### src/rtl/page_stream_qout_pkg.sv
// Shared definitions for the page output stream queue: token layout and pointer sizing.
package page_stream_qout_pkg;

   // Token is {data, eos}; eos sits in bit 0, data above it
   localparam int unsigned EOS_BIT = 0;

   // Ceiling log2, used to size pointers from the slot count
   function automatic int unsigned log2Ceil(input int unsigned value);
      int unsigned result;
      result = 0;
      for (int unsigned i = 0; i < 32; i++) begin
         if ((64'd1 << result) < 64'(value)) result = result + 1;
      end
      return result;
   endfunction

endpackage

### src/rtl/page_stream_qout_regfile.sv
// Token storage: DEPTH x TW register array, one write port, one asynchronous read port.
module page_stream_qout_regfile
   import page_stream_qout_pkg::*;
#(
   parameter int unsigned TW    = 17,
   parameter int unsigned DEPTH = 4
)(
   input  logic                       clock,
   input  logic                       wrEn,
   input  logic [log2Ceil(DEPTH)-1:0] wrAddr,
   input  logic [TW-1:0]              wrData,
   input  logic [log2Ceil(DEPTH)-1:0] rdAddr,
   output logic [TW-1:0]              rdData_c
);

   logic [TW-1:0] mem [DEPTH];

   // Storage carries no reset; validity is tracked by the owner's count
   always_ff @(posedge clock) begin
      if (wrEn) mem[wrAddr] <= wrData;
   end

   assign rdData_c = mem[rdAddr];

endmodule

### src/rtl/page_stream_qout.sv
// Output-side stream queue of a page: buffers {data, eos} tokens from the page body
// and presents them downstream with registered, early-raised back-pressure.
// Optional feature: define PAGE_QOUT_OVF_FLAG_EN to add the sticky outs_ovf flag.
module page_stream_qout
   import page_stream_qout_pkg::*;
#(
   parameter int unsigned W     = 16,
   parameter int unsigned DEPTH = 4,
   parameter int unsigned SLACK = 1
)(
   input  logic         clock,
   input  logic         reset,
   input  logic [W-1:0] outs_qin_d,
   input  logic         outs_qin_e,
   input  logic         outs_qin_v,
   output logic         outs_qin_b,
   output logic [W-1:0] outs_qout_d,
   output logic         outs_qout_e,
   output logic         outs_qout_v,
   input  logic         outs_qout_b
`ifdef PAGE_QOUT_OVF_FLAG_EN
   ,
   output logic         outs_ovf
`endif
);

   localparam int unsigned AW = log2Ceil(DEPTH);
   localparam int unsigned CW = AW + 1;
   localparam int unsigned TW = W + 1;

   logic [AW-1:0] rdPtr;
   logic [AW-1:0] wrPtr;
   logic [CW-1:0] count;
   logic [CW-1:0] countNext;
   logic          full;
   logic          push;
   logic          pop;
   logic          qinB;
   logic [TW-1:0] wrToken;
   logic [TW-1:0] rdToken;

   // Handshake decode; a full queue still accepts when the head leaves this cycle
   always_comb begin
      full      = (count == CW'(DEPTH));
      pop       = (count != '0) & ~outs_qout_b;
      push      = outs_qin_v & (~full | pop);
      countNext = count + CW'(push) - CW'(pop);
      wrToken   = {outs_qin_d, outs_qin_e};
   end

   page_stream_qout_regfile #(
      .TW    (TW),
      .DEPTH (DEPTH)
   ) regfile (
      .clock    (clock),
      .wrEn     (push & reset),
      .wrAddr   (wrPtr),
      .wrData   (wrToken),
      .rdAddr   (rdPtr),
      .rdData_c (rdToken)
   );

   // Pointers, occupancy and back-pressure that anticipates the next occupancy
   always_ff @(posedge clock) begin
      if (!reset) begin
         rdPtr <= '0;
         wrPtr <= '0;
         count <= '0;
         qinB  <= 1'b1;
      end else begin
         if (push) wrPtr <= wrPtr + AW'(1);
         if (pop)  rdPtr <= rdPtr + AW'(1);
         count <= countNext;
         qinB  <= (countNext >= CW'(DEPTH - SLACK));
      end
   end

   // Head token is forced to zero whenever the queue is empty
   always_comb begin
      outs_qout_v = (count != '0);
      outs_qout_d = outs_qout_v ? rdToken[TW-1:1] : '0;
      outs_qout_e = outs_qout_v ? rdToken[EOS_BIT] : 1'b0;
      outs_qin_b  = qinB;
   end

`ifdef PAGE_QOUT_OVF_FLAG_EN
   logic drop;
   logic ovfFlag;

   assign drop     = outs_qin_v & ~push;
   assign outs_ovf = ovfFlag;

   // Sticky record of any token lost to a full queue; complains once
   always_ff @(posedge clock) begin
      if (!reset) begin
         ovfFlag <= 1'b0;
      end else begin
         if (drop) ovfFlag <= 1'b1;
         assert (!(drop && !ovfFlag))
            else $error("page_stream_qout: token dropped, queue full");
      end
   end
`endif

endmodule

### config.mk
export PLATFORM = sky130hd
export DESIGN_NAME = page_stream_qout
export DESIGN_NICKNAME = d
export VERILOG_FILES = /design/src/rtl/page_stream_qout_pkg.sv /design/src/rtl/page_stream_qout_regfile.sv /design/src/rtl/page_stream_qout.sv
export SDC_FILE = /design/constraint.sdc
export NUM_CORES = 1
export LEC_CHECK = 0
export ABC_AREA = 1
export CORE_AREA = 10 10 107 109
export DETAILED_ROUTE_END_ITERATION = 6
export DIE_AREA = 0 0 117 119
export PLACE_DENSITY = 0.57
export SLEW_MARGIN = 20
export SYNTH_ARGS = -nofsm -noshare
export SYNTH_HDL_FRONTEND = slang
export SYNTH_SLANG_ARGS = --single-unit
### constraint.sdc
create_clock -name clock -period 4.7 [get_ports clock]
set_input_delay 0.47 -clock clock [delete_from_list [all_inputs] [get_ports clock]]
set_output_delay 0.47 -clock clock [all_outputs]
set_load 0.1 [all_outputs]
==> out/qor.txt, run 1 <==
fmax - 280.9 MHz
Initial DRC Count - 118
Ant. Diodes - 0
CTS buffer count - 9
Slew headroom - 33.87%
core area - 9459 µm²
most common cell after layout, fill and taps aside - nor2_1
Crit Path Class - flop to output port
setup_tns - 0 ns
worst hold path class - flop to flop
Max clock buf depth - 2
Final period util - 75.75%
Clock Skew - 0.005634 ns
CTS tree - done
CP arrival - 3.09 ns
htree depth - 3
crit end category - output port
final hold slack - 0.5250 ns
Slowest-stage cell, CP - clkdlybuf4s50_1
distinct cell type count after synthesis - 22
Mapped Nets - 301
clk slew on worst S/H paths - 0.08 ns
clk root buf - clkbuf_8
status - completed
GRT Overall Usage - 9.855%
CP Cell Sequence - buf_4 -> nor2_1 -> nor2_1 -> o21ai_0 -> a21oi_1 -> clkdlybuf4s50_1
r2r setup slk - 2.73 ns
RSZ-0062 raised after global routing - false
RD Place Congestion - 0.7474
drt first pass iters - 4
Worst-Margin Slew - 0.9888 ns
routed vias/inst - 4.632
CP most frequent cell - nor2_1
Req. time, crit path - 4.23 ns
Yosys reg bits - 78
delay-heaviest family, CP - buffers and inverters
Crit path largest cell delay - 1.15 ns
yosys warns - 0
die area - 13920 µm²
final WL - 6527 µm
fin util - 41.10%
IO buf count - 39
Fin. Hold Viols - 0
DP Wirelength - 4124 µm
drt wl/cell - 14.94 µm
post-CTS setup buffer count - 0
Die H - 119 µm
syn avg cell area - 11.65 µm²
layout cell share with drive strength beyond 1 - 9.598%
DIE WIDTH - 117 µm
Initial Util - 33.74%
max_cap viols - 0
initial antenna violation count - 0
vias in the first global route - 2040
worst-path fanout max - 23
Syn Std Cell Area - 3192 µm²
Clock Latency Late Sink - 0.35 ns
Cells after Synth - 274
crit path buf inv count - 2
crit start category - flop
Top-Level Pins - 40
Layout Nets - 345
TritonCTS sink count - 78
most frequent cells in the layout - 73 x nor2_1, 68 x edfxtp_1, 39 x clkdlybuf4s50_1
# resized after CTS - 0
pins over their slew limit - 0
Post-CTS Hold Buffers - 0
final setup vio count - 0
Tmin final - 3.560 ns
first-pass GRT wire length - 10550 µm
row count - 36
DRC viols - 0
register area share after synthesis - 70.25%
vias - 2024
antenna-violating nets left - 0
gr ovfl total - 0
Layout area overhead - 21.80%
largest net degree at the start of global routing - 35
==> cells in the mapped netlist <==
library cell	number	area share, %
o21ai_0	11	1.7
nand3b_1	1	0.24
edfxtp_1	68	64
o21ai_1	23	3.6
nor2_1	73	8.6
a21oi_1	22	3.4
nand2_1	16	1.9
buf_4	4	0.94
nor3_1	4	0.63
dfxtp_1	10	6.3
nand2_2	2	0.39
inv_2	1	0.12
nand3_1	6	0.94
ha_1	5	2.0
inv_1	16	1.9
buf_6	4	1.4
clkbuf_2	2	0.31
nand3_2	1	0.31
buf_2	1	0.16
fa_1	1	0.63
nor2_2	1	0.20
inv_4	2	0.39
==> worst reg2reg max path, cell delays in order, from the launching register on <==
cell	delay [ns]
dfxtp_1	0.33
nor2_2	0.15
nand2_2	0.11
nand2_1	0.11
inv_1	0.07
nand2_1	0.10
nand2_1	0.07
ha_1	0.19
fa_1	0.46
a21oi_1	0.18
nand3_1	0.09
==> cell families (layout without fill, tap and decap cells) <==
| family | count (synthesis) | after routing | share of synthesized area (%) |
|---|---|---|---|
| AOI/OAI and AO/OA | 56 | 56 | 8.781 |
| DFF | 78 | 78 | 70.25 |
| and+or+nand+nor | 104 | 104 | 13.17 |
| buffers and inverters | 30 | 79 | 5.213 |
| adders and majority gates | 6 | 6 | 2.587 |
==> cell type report <==
type / count / area (µm²)
fillers: 886 / 5572
flip-flops and latches: 78 / 2242
multi-input cells: 166 / 803.3
repair buffers: 44 / 427.9
well taps: 114 / 142.6
clock buffers: 9 / 123.9
inverters: 19 / 76.32
clock inverters: 7 / 71.32
==> stage by stage <==
stage | std cells | worst slack, ns | area, µm²
global placement | 421 | 1.453 | 3692
finish | 437 | 1.140 | 3887
global route | 437 | 0.8626 | 3887
CTS | 437 | 1.045 | 3887
floorplan | 274 | 1.597 | 3192
detailed placement | 421 | 1.435 | 3692
==> sequential cells by signal (all words and copies together) (netlist names), named ones only <==
signal,count
count,3
outs_qin_b,1
rdPtr,2
regfile.mem,68
wrPtr,2
==> routing by layer <==
metal	vias up	GRT usage [%]	share of wire [%]
li1	1029	-	-
met1	959	11.23	43
met2	29	16.25	51
met3	7	3.062	4.3
met4	0	4.869	1.7
met5	-	0	0
==> final timing paths <==
| check | end | from | cells past startpoint |
|---|---|---|---|
| worst min-delay path | flop | rdPtr[1]$_SDFFE_PN0N_ | 2 |
| worst max register to register | outs_qin_b$_SDFF_PN1_ | count[1]$_SDFF_PN0_ | 10 |
| worst min register to register | flop | rdPtr[1]$_SDFFE_PN0N_ | 2 |
| worst max-delay path | outs_qout_e | flop | 6 |
Power of run 1 is not shown: default switching activity piles up to over one toggle a cycle in this logic, so the estimate is an artifact.
==> run 2, diff against run 1 <==
--- a/config.mk
+++ b/config.mk
@@ -9,7 +9,7 @@
 export CORE_AREA = 10 10 107 109
 export DETAILED_ROUTE_END_ITERATION = 6
 export DIE_AREA = 0 0 117 119
-export PLACE_DENSITY = 0.57
+export PLACE_DENSITY = 0.59
 export SLEW_MARGIN = 20
 export SYNTH_ARGS = -nofsm -noshare
 export SYNTH_HDL_FRONTEND = slang
==> constraint.sdc (replaced) <==
create_clock -name clock -period 3.17 [get_ports clock]
set_input_delay 0.317 -clock clock [delete_from_list [all_inputs] [get_ports clock]]
set_output_delay 0.317 -clock clock [all_outputs]
set_load 0.1 [all_outputs]
==> out/qor.txt, run 2 (same netlist as run 1, synthesis figures left out) <==
TritonCTS sink count - 78
layout cell share with drive strength beyond 1 - 15.69%
die area - 13920 µm²
largest net degree at the start of global routing - 35
hold path startpoint - rdPtr[1]$_SDFFE_PN0N_
Min-Delay Path Depth - 2
setup_tns - 0 ns
routed vias/inst - 4.654
crit start category - flop
Layout area overhead - 20.97%
post-CTS setup buffer count - 0
max reg flops - 68
Final period util - 80.20%
initial antenna violation count - 0
drt wl/cell - 14.95 µm
Layout Nets - 347
Req. time, crit path - 2.85 ns
pins over their slew limit - 0
worst-path fanout max - 19
Worst-Margin Slew - 0.9711 ns
drt first pass iters - 4
crit path buf inv count - 2
DIE WIDTH - 117 µm
Worst path depth - 6
status - completed
clk slew on worst S/H paths - 0.08 ns
first-pass GRT wire length - 10460 µm
RSZ-0062 raised after global routing - false
gr ovfl total - 0
r2r setup slk - 1.24 ns
htree depth - 3
most common cell after layout, fill and taps aside - nor2_1
Die H - 119 µm
final WL - 6561 µm
Clock Skew - 0.009378 ns
crit end category - output port
vias - 2043
Worst R2R End - outs_qin_b$_SDFF_PN1_
CTS tree - done
RD Place Congestion - 0.7479
final setup vio count - 0
core area - 9459 µm²
delay-heaviest family, CP - flip-flops
Biggest register - regfile.mem
Top Registers - regfile.mem: 68 flops, count: 3 flops
Ant. Diodes - 0
max_cap viols - 0
row count - 36
Slowest-stage cell, CP - dfxtp_1
Worst R2R Path Depth - 10
Crit path largest cell delay - 0.82 ns
hold path endpoint - rdPtr[1]$_SDFFE_PN0N_
CP arrival - 2.23 ns
DP Wirelength - 4151 µm
# resized after CTS - 0
most frequent cells in the layout - 73 x nor2_1, 68 x edfxtp_1, 25 x buf_4
Crit Path Class - flop to output port
Crit Reg-Reg Startpoint - count[1]$_SDFF_PN0_
Post-CTS Hold Buffers - 0
Initial DRC Count - 116
DRC viols - 0
worst hold path class - flop to flop
Top-Level Pins - 40
Initial Util - 33.74%
GRT Overall Usage - 9.717%
clk root buf - clkbuf_8
Max clock buf depth - 2
Fin. Hold Viols - 0
CTS buffer count - 9
CP Cell Sequence - buf_4 -> nor2_1 -> nor2_1 -> o21ai_1 -> a21oi_1 -> buf_4
Slew headroom - 35.06%
IO buf count - 39
fmax - 393.4 MHz
Tmin final - 2.542 ns
antenna-violating nets left - 0
Clock Latency Late Sink - 0.34 ns
vias in the first global route - 2111
==> run 2: cell types whose count changed in the layout (fill, tap and decap cells not counted), sizes merged <==
cell,previous run,this run
clkdlybuf4s50,39,21
buf,5,25
inv,21,20
clkbuf,9,10
==> run 2: how the worst max path moves through the flow <==
| stage | from | endpoint | slack (ns) |
|---|---|---|---|
| final | flop | outs_qout_d[2] | 0.63 |
| after global routing | flop | outs_qout_d[2] | 0.41 |
| after CTS | flop | outs_qout_d[2] | 0.57 |
| after detailed placement | outs_qout_b | outs_qin_b$_SDFF_PN1_ | 0.89 |
| after global placement | outs_qout_b | outs_qin_b$_SDFF_PN1_ | 0.97 |
| after floorplan | count[2]$_SDFF_PN0_ | outs_qout_d[10] | 0.22 |
==> run 2: routing by layer <==
layer	vias up	global-route usage (%)	share of wire (%)
met5	-	0	0
met4	0	4.328	1.5
met3	8	2.460	3.6
met2	35	17.02	53
met1	967	10.73	42
li1	1033	-	-
==> run 2: cell type report <==
cell class	count	area (µm²)
Sequential cell	78	2242
Clock buffer	10	127.6
Clock inverter	6	71.32
Fill cell	911	5598
Multi-Input combinational cell	166	803.3
Tap cell	114	142.6
Inverter	19	76.32
Timing Repair Buffer	46	397.9
==> run 2: worst reg2reg max path: cells and delay by family, from the launching register on <==
family | cells | cell delay [ns]
AOI/OAI and AO/OA | 1 | 0.16
adders and majority gates | 2 | 0.64
buffers and inverters | 1 | 0.06
DFF | 1 | 0.34
and+or+nand+nor | 6 | 0.62
==> run 2: through the flow <==
stage	setup WS [ns]	hold slack, ns	utilization [%]	std cells	instance area [µm²]
4_1_cts	0.5726	0.5376	40.82	439	3861
6_report	0.6278	0.5344	40.82	439	3861
3_3_place_gp	0.9654	0.5273	38.72	423	3662
3_5_place_dp	0.8904	0.5245	38.72	423	3662
2_1_floorplan	0.2200	0.4105	-	274	3192
5_1_grt	0.4121	0.5707	40.82	439	3861
Power of run 2 is left out for the same reason.
==> run 3, diff against run 2 <==
--- a/config.mk
+++ b/config.mk
@@ -9,7 +9,7 @@
 export CORE_AREA = 10 10 107 109
 export DETAILED_ROUTE_END_ITERATION = 6
 export DIE_AREA = 0 0 117 119
-export PLACE_DENSITY = 0.59
+export PLACE_DENSITY = 0.57
 export SLEW_MARGIN = 20
 export SYNTH_ARGS = -nofsm -noshare
 export SYNTH_HDL_FRONTEND = slang
==> constraint.sdc (replaced) <==
create_clock -name clock -period 2.5 [get_ports clock]
set_input_delay 0.25 -clock clock [delete_from_list [all_inputs] [get_ports clock]]
set_output_delay 0.25 -clock clock [all_outputs]
set_load 0.1 [all_outputs]
==> out/qor.txt, run 3 (same netlist as run 1, synthesis figures left out) <==
Crit Reg-Reg Startpoint - count[1]$_SDFF_PN0_
Clock Skew - 0.008042 ns
GRT met1 Usage - 11.03%
Initial Util - 33.74%
vias - 2074
antenna-violating nets left - 0
clk root buf - clkbuf_8
Final Cell Area - 4081 µm²
Layout area overhead - 27.87%
CP arrival - 2.03 ns
final setup vio count - 0
RSZ-0062 raised after global routing - false
Layout Nets - 347
routed vias/inst - 4.724
row count - 36
met3 usage - 3.213%
TritonCTS sink count - 78
drt first pass iters - 4
worst hold path class - flop to flop
most frequent cells in the layout - 73 x nor2_1, 68 x edfxtp_1, 23 x o21ai_1
Worst R2R Path Depth - 10
max_cap viols - 0
first-pass GRT wire length - 10740 µm
fmax - 439.2 MHz
Tmin final - 2.277 ns
Worst-Margin Slew - 0.5588 ns
Req. time, crit path - 2.25 ns
GRT Overall Usage - 10.05%
layout cell share with drive strength beyond 1 - 16.00%
pins over their slew limit - 0
Max clock buf depth - 2
Post-CTS Hold Buffers - 0
Worst R2R End - outs_qin_b$_SDFF_PN1_
drt wl/cell - 15.07 µm
largest net degree at the start of global routing - 35
max reg flops - 68
initial antenna violation count - 0
vias in the first global route - 2133
Initial DRC Count - 93
# resized after CTS - 0
DRC viols - 0
CTS tree - done
IO buf count - 39
met2 GRT Util - 16.99%
RD Place Congestion - 0.7200
worst-path fanout max - 13
clk slew on worst S/H paths - 0.08 ns
Min-Delay Path Depth - 2
CTS buffer count - 9
Fin. Hold Viols - 0
final worst slack - 0.2234 ns
Biggest register - regfile.mem
Clock Latency Late Sink - 0.35 ns
DP Area - 3885 µm²
most used routing layer - met2
hold path endpoint - rdPtr[1]$_SDFFE_PN0N_
Top Registers - regfile.mem: 68 flops, count: 3 flops
die area - 13920 µm²
Top-Level Pins - 40
fin util - 43.15%
dpl ws - 0.2829 ns
Final period util - 91.07%
crit end category - output port
htree depth - 3
Crit Path Class - flop to output port
gr ovfl total - 0
r2r setup slk - 0.56 ns
core area - 9459 µm²
DP Wirelength - 4230 µm
Die H - 119 µm
Ant. Diodes - 0
crit start category - flop
final WL - 6614 µm
post-CTS setup buffer count - 0
status - completed
hold path startpoint - rdPtr[1]$_SDFFE_PN0N_
most common cell after layout, fill and taps aside - nor2_1
Slew headroom - 62.69%
DIE WIDTH - 117 µm
[run 3: cell count changes in the layout (fill, tap and decap cells not counted), sizes merged]
cell           delta
buf               +1
clkdlybuf4s50     -1
inv               +1
clkinvlp          -1
[run 3: worst max path at each step]
| stage | start | end | slack, ns |
|---|---|---|---|
| after floorplan | count[2]$_SDFF_PN0_ | outs_qout_d[10] | -0.38 |
| after global placement | outs_qout_b | outs_qin_b$_SDFF_PN1_ | 0.35 |
| after detailed placement | outs_qout_b | outs_qin_b$_SDFF_PN1_ | 0.28 |
| after CTS | flop | outs_qout_d[5] | 0.18 |
| after global routing | flop | outs_qout_d[5] | 0.08 |
| final | flop | outs_qout_d[6] | 0.22 |
[run 3: layer usage]
layer	routed length [µm]	vias up
met1	2733	1001
li1	-	1033
met5	0	-
met3	335	9
met2	3405	31
met4	139	0
[run 3: layout make-up]
cell class,count,area [µm²]
inverter,19,76.32
tap,114,142.6
timing repair buffer,46,620.6
sequential,78,2242
multi-input combinational,166,803.3
fill,895,5378
clock buffer,10,127.6
clock inverter,6,68.82
[run 3: critical path: stages (launching register included)]
cell,delay [ns]
dfxtp_1,0.68
buf_4,0.27
nor2_1,0.06
nor2_1,0.10
o21ai_1,0.08
a21oi_1,0.27
buf_12,0.21
[run 3: stage by stage]
| stage | std cells | TNS, ns | hold slack (ns) |
|---|---|---|---|
| 2_1_floorplan | 274 | -5.367 | 0.3435 |
| 3_5_place_dp | 423 | 0 | 0.5205 |
| 3_3_place_gp | 423 | 0 | 0.5198 |
| 6_report | 439 | 0 | 0.5311 |
| 4_1_cts | 439 | 0 | 0.5295 |
| 5_1_grt | 439 | 0 | 0.5403 |
Power of run 3 is left out for the same reason.
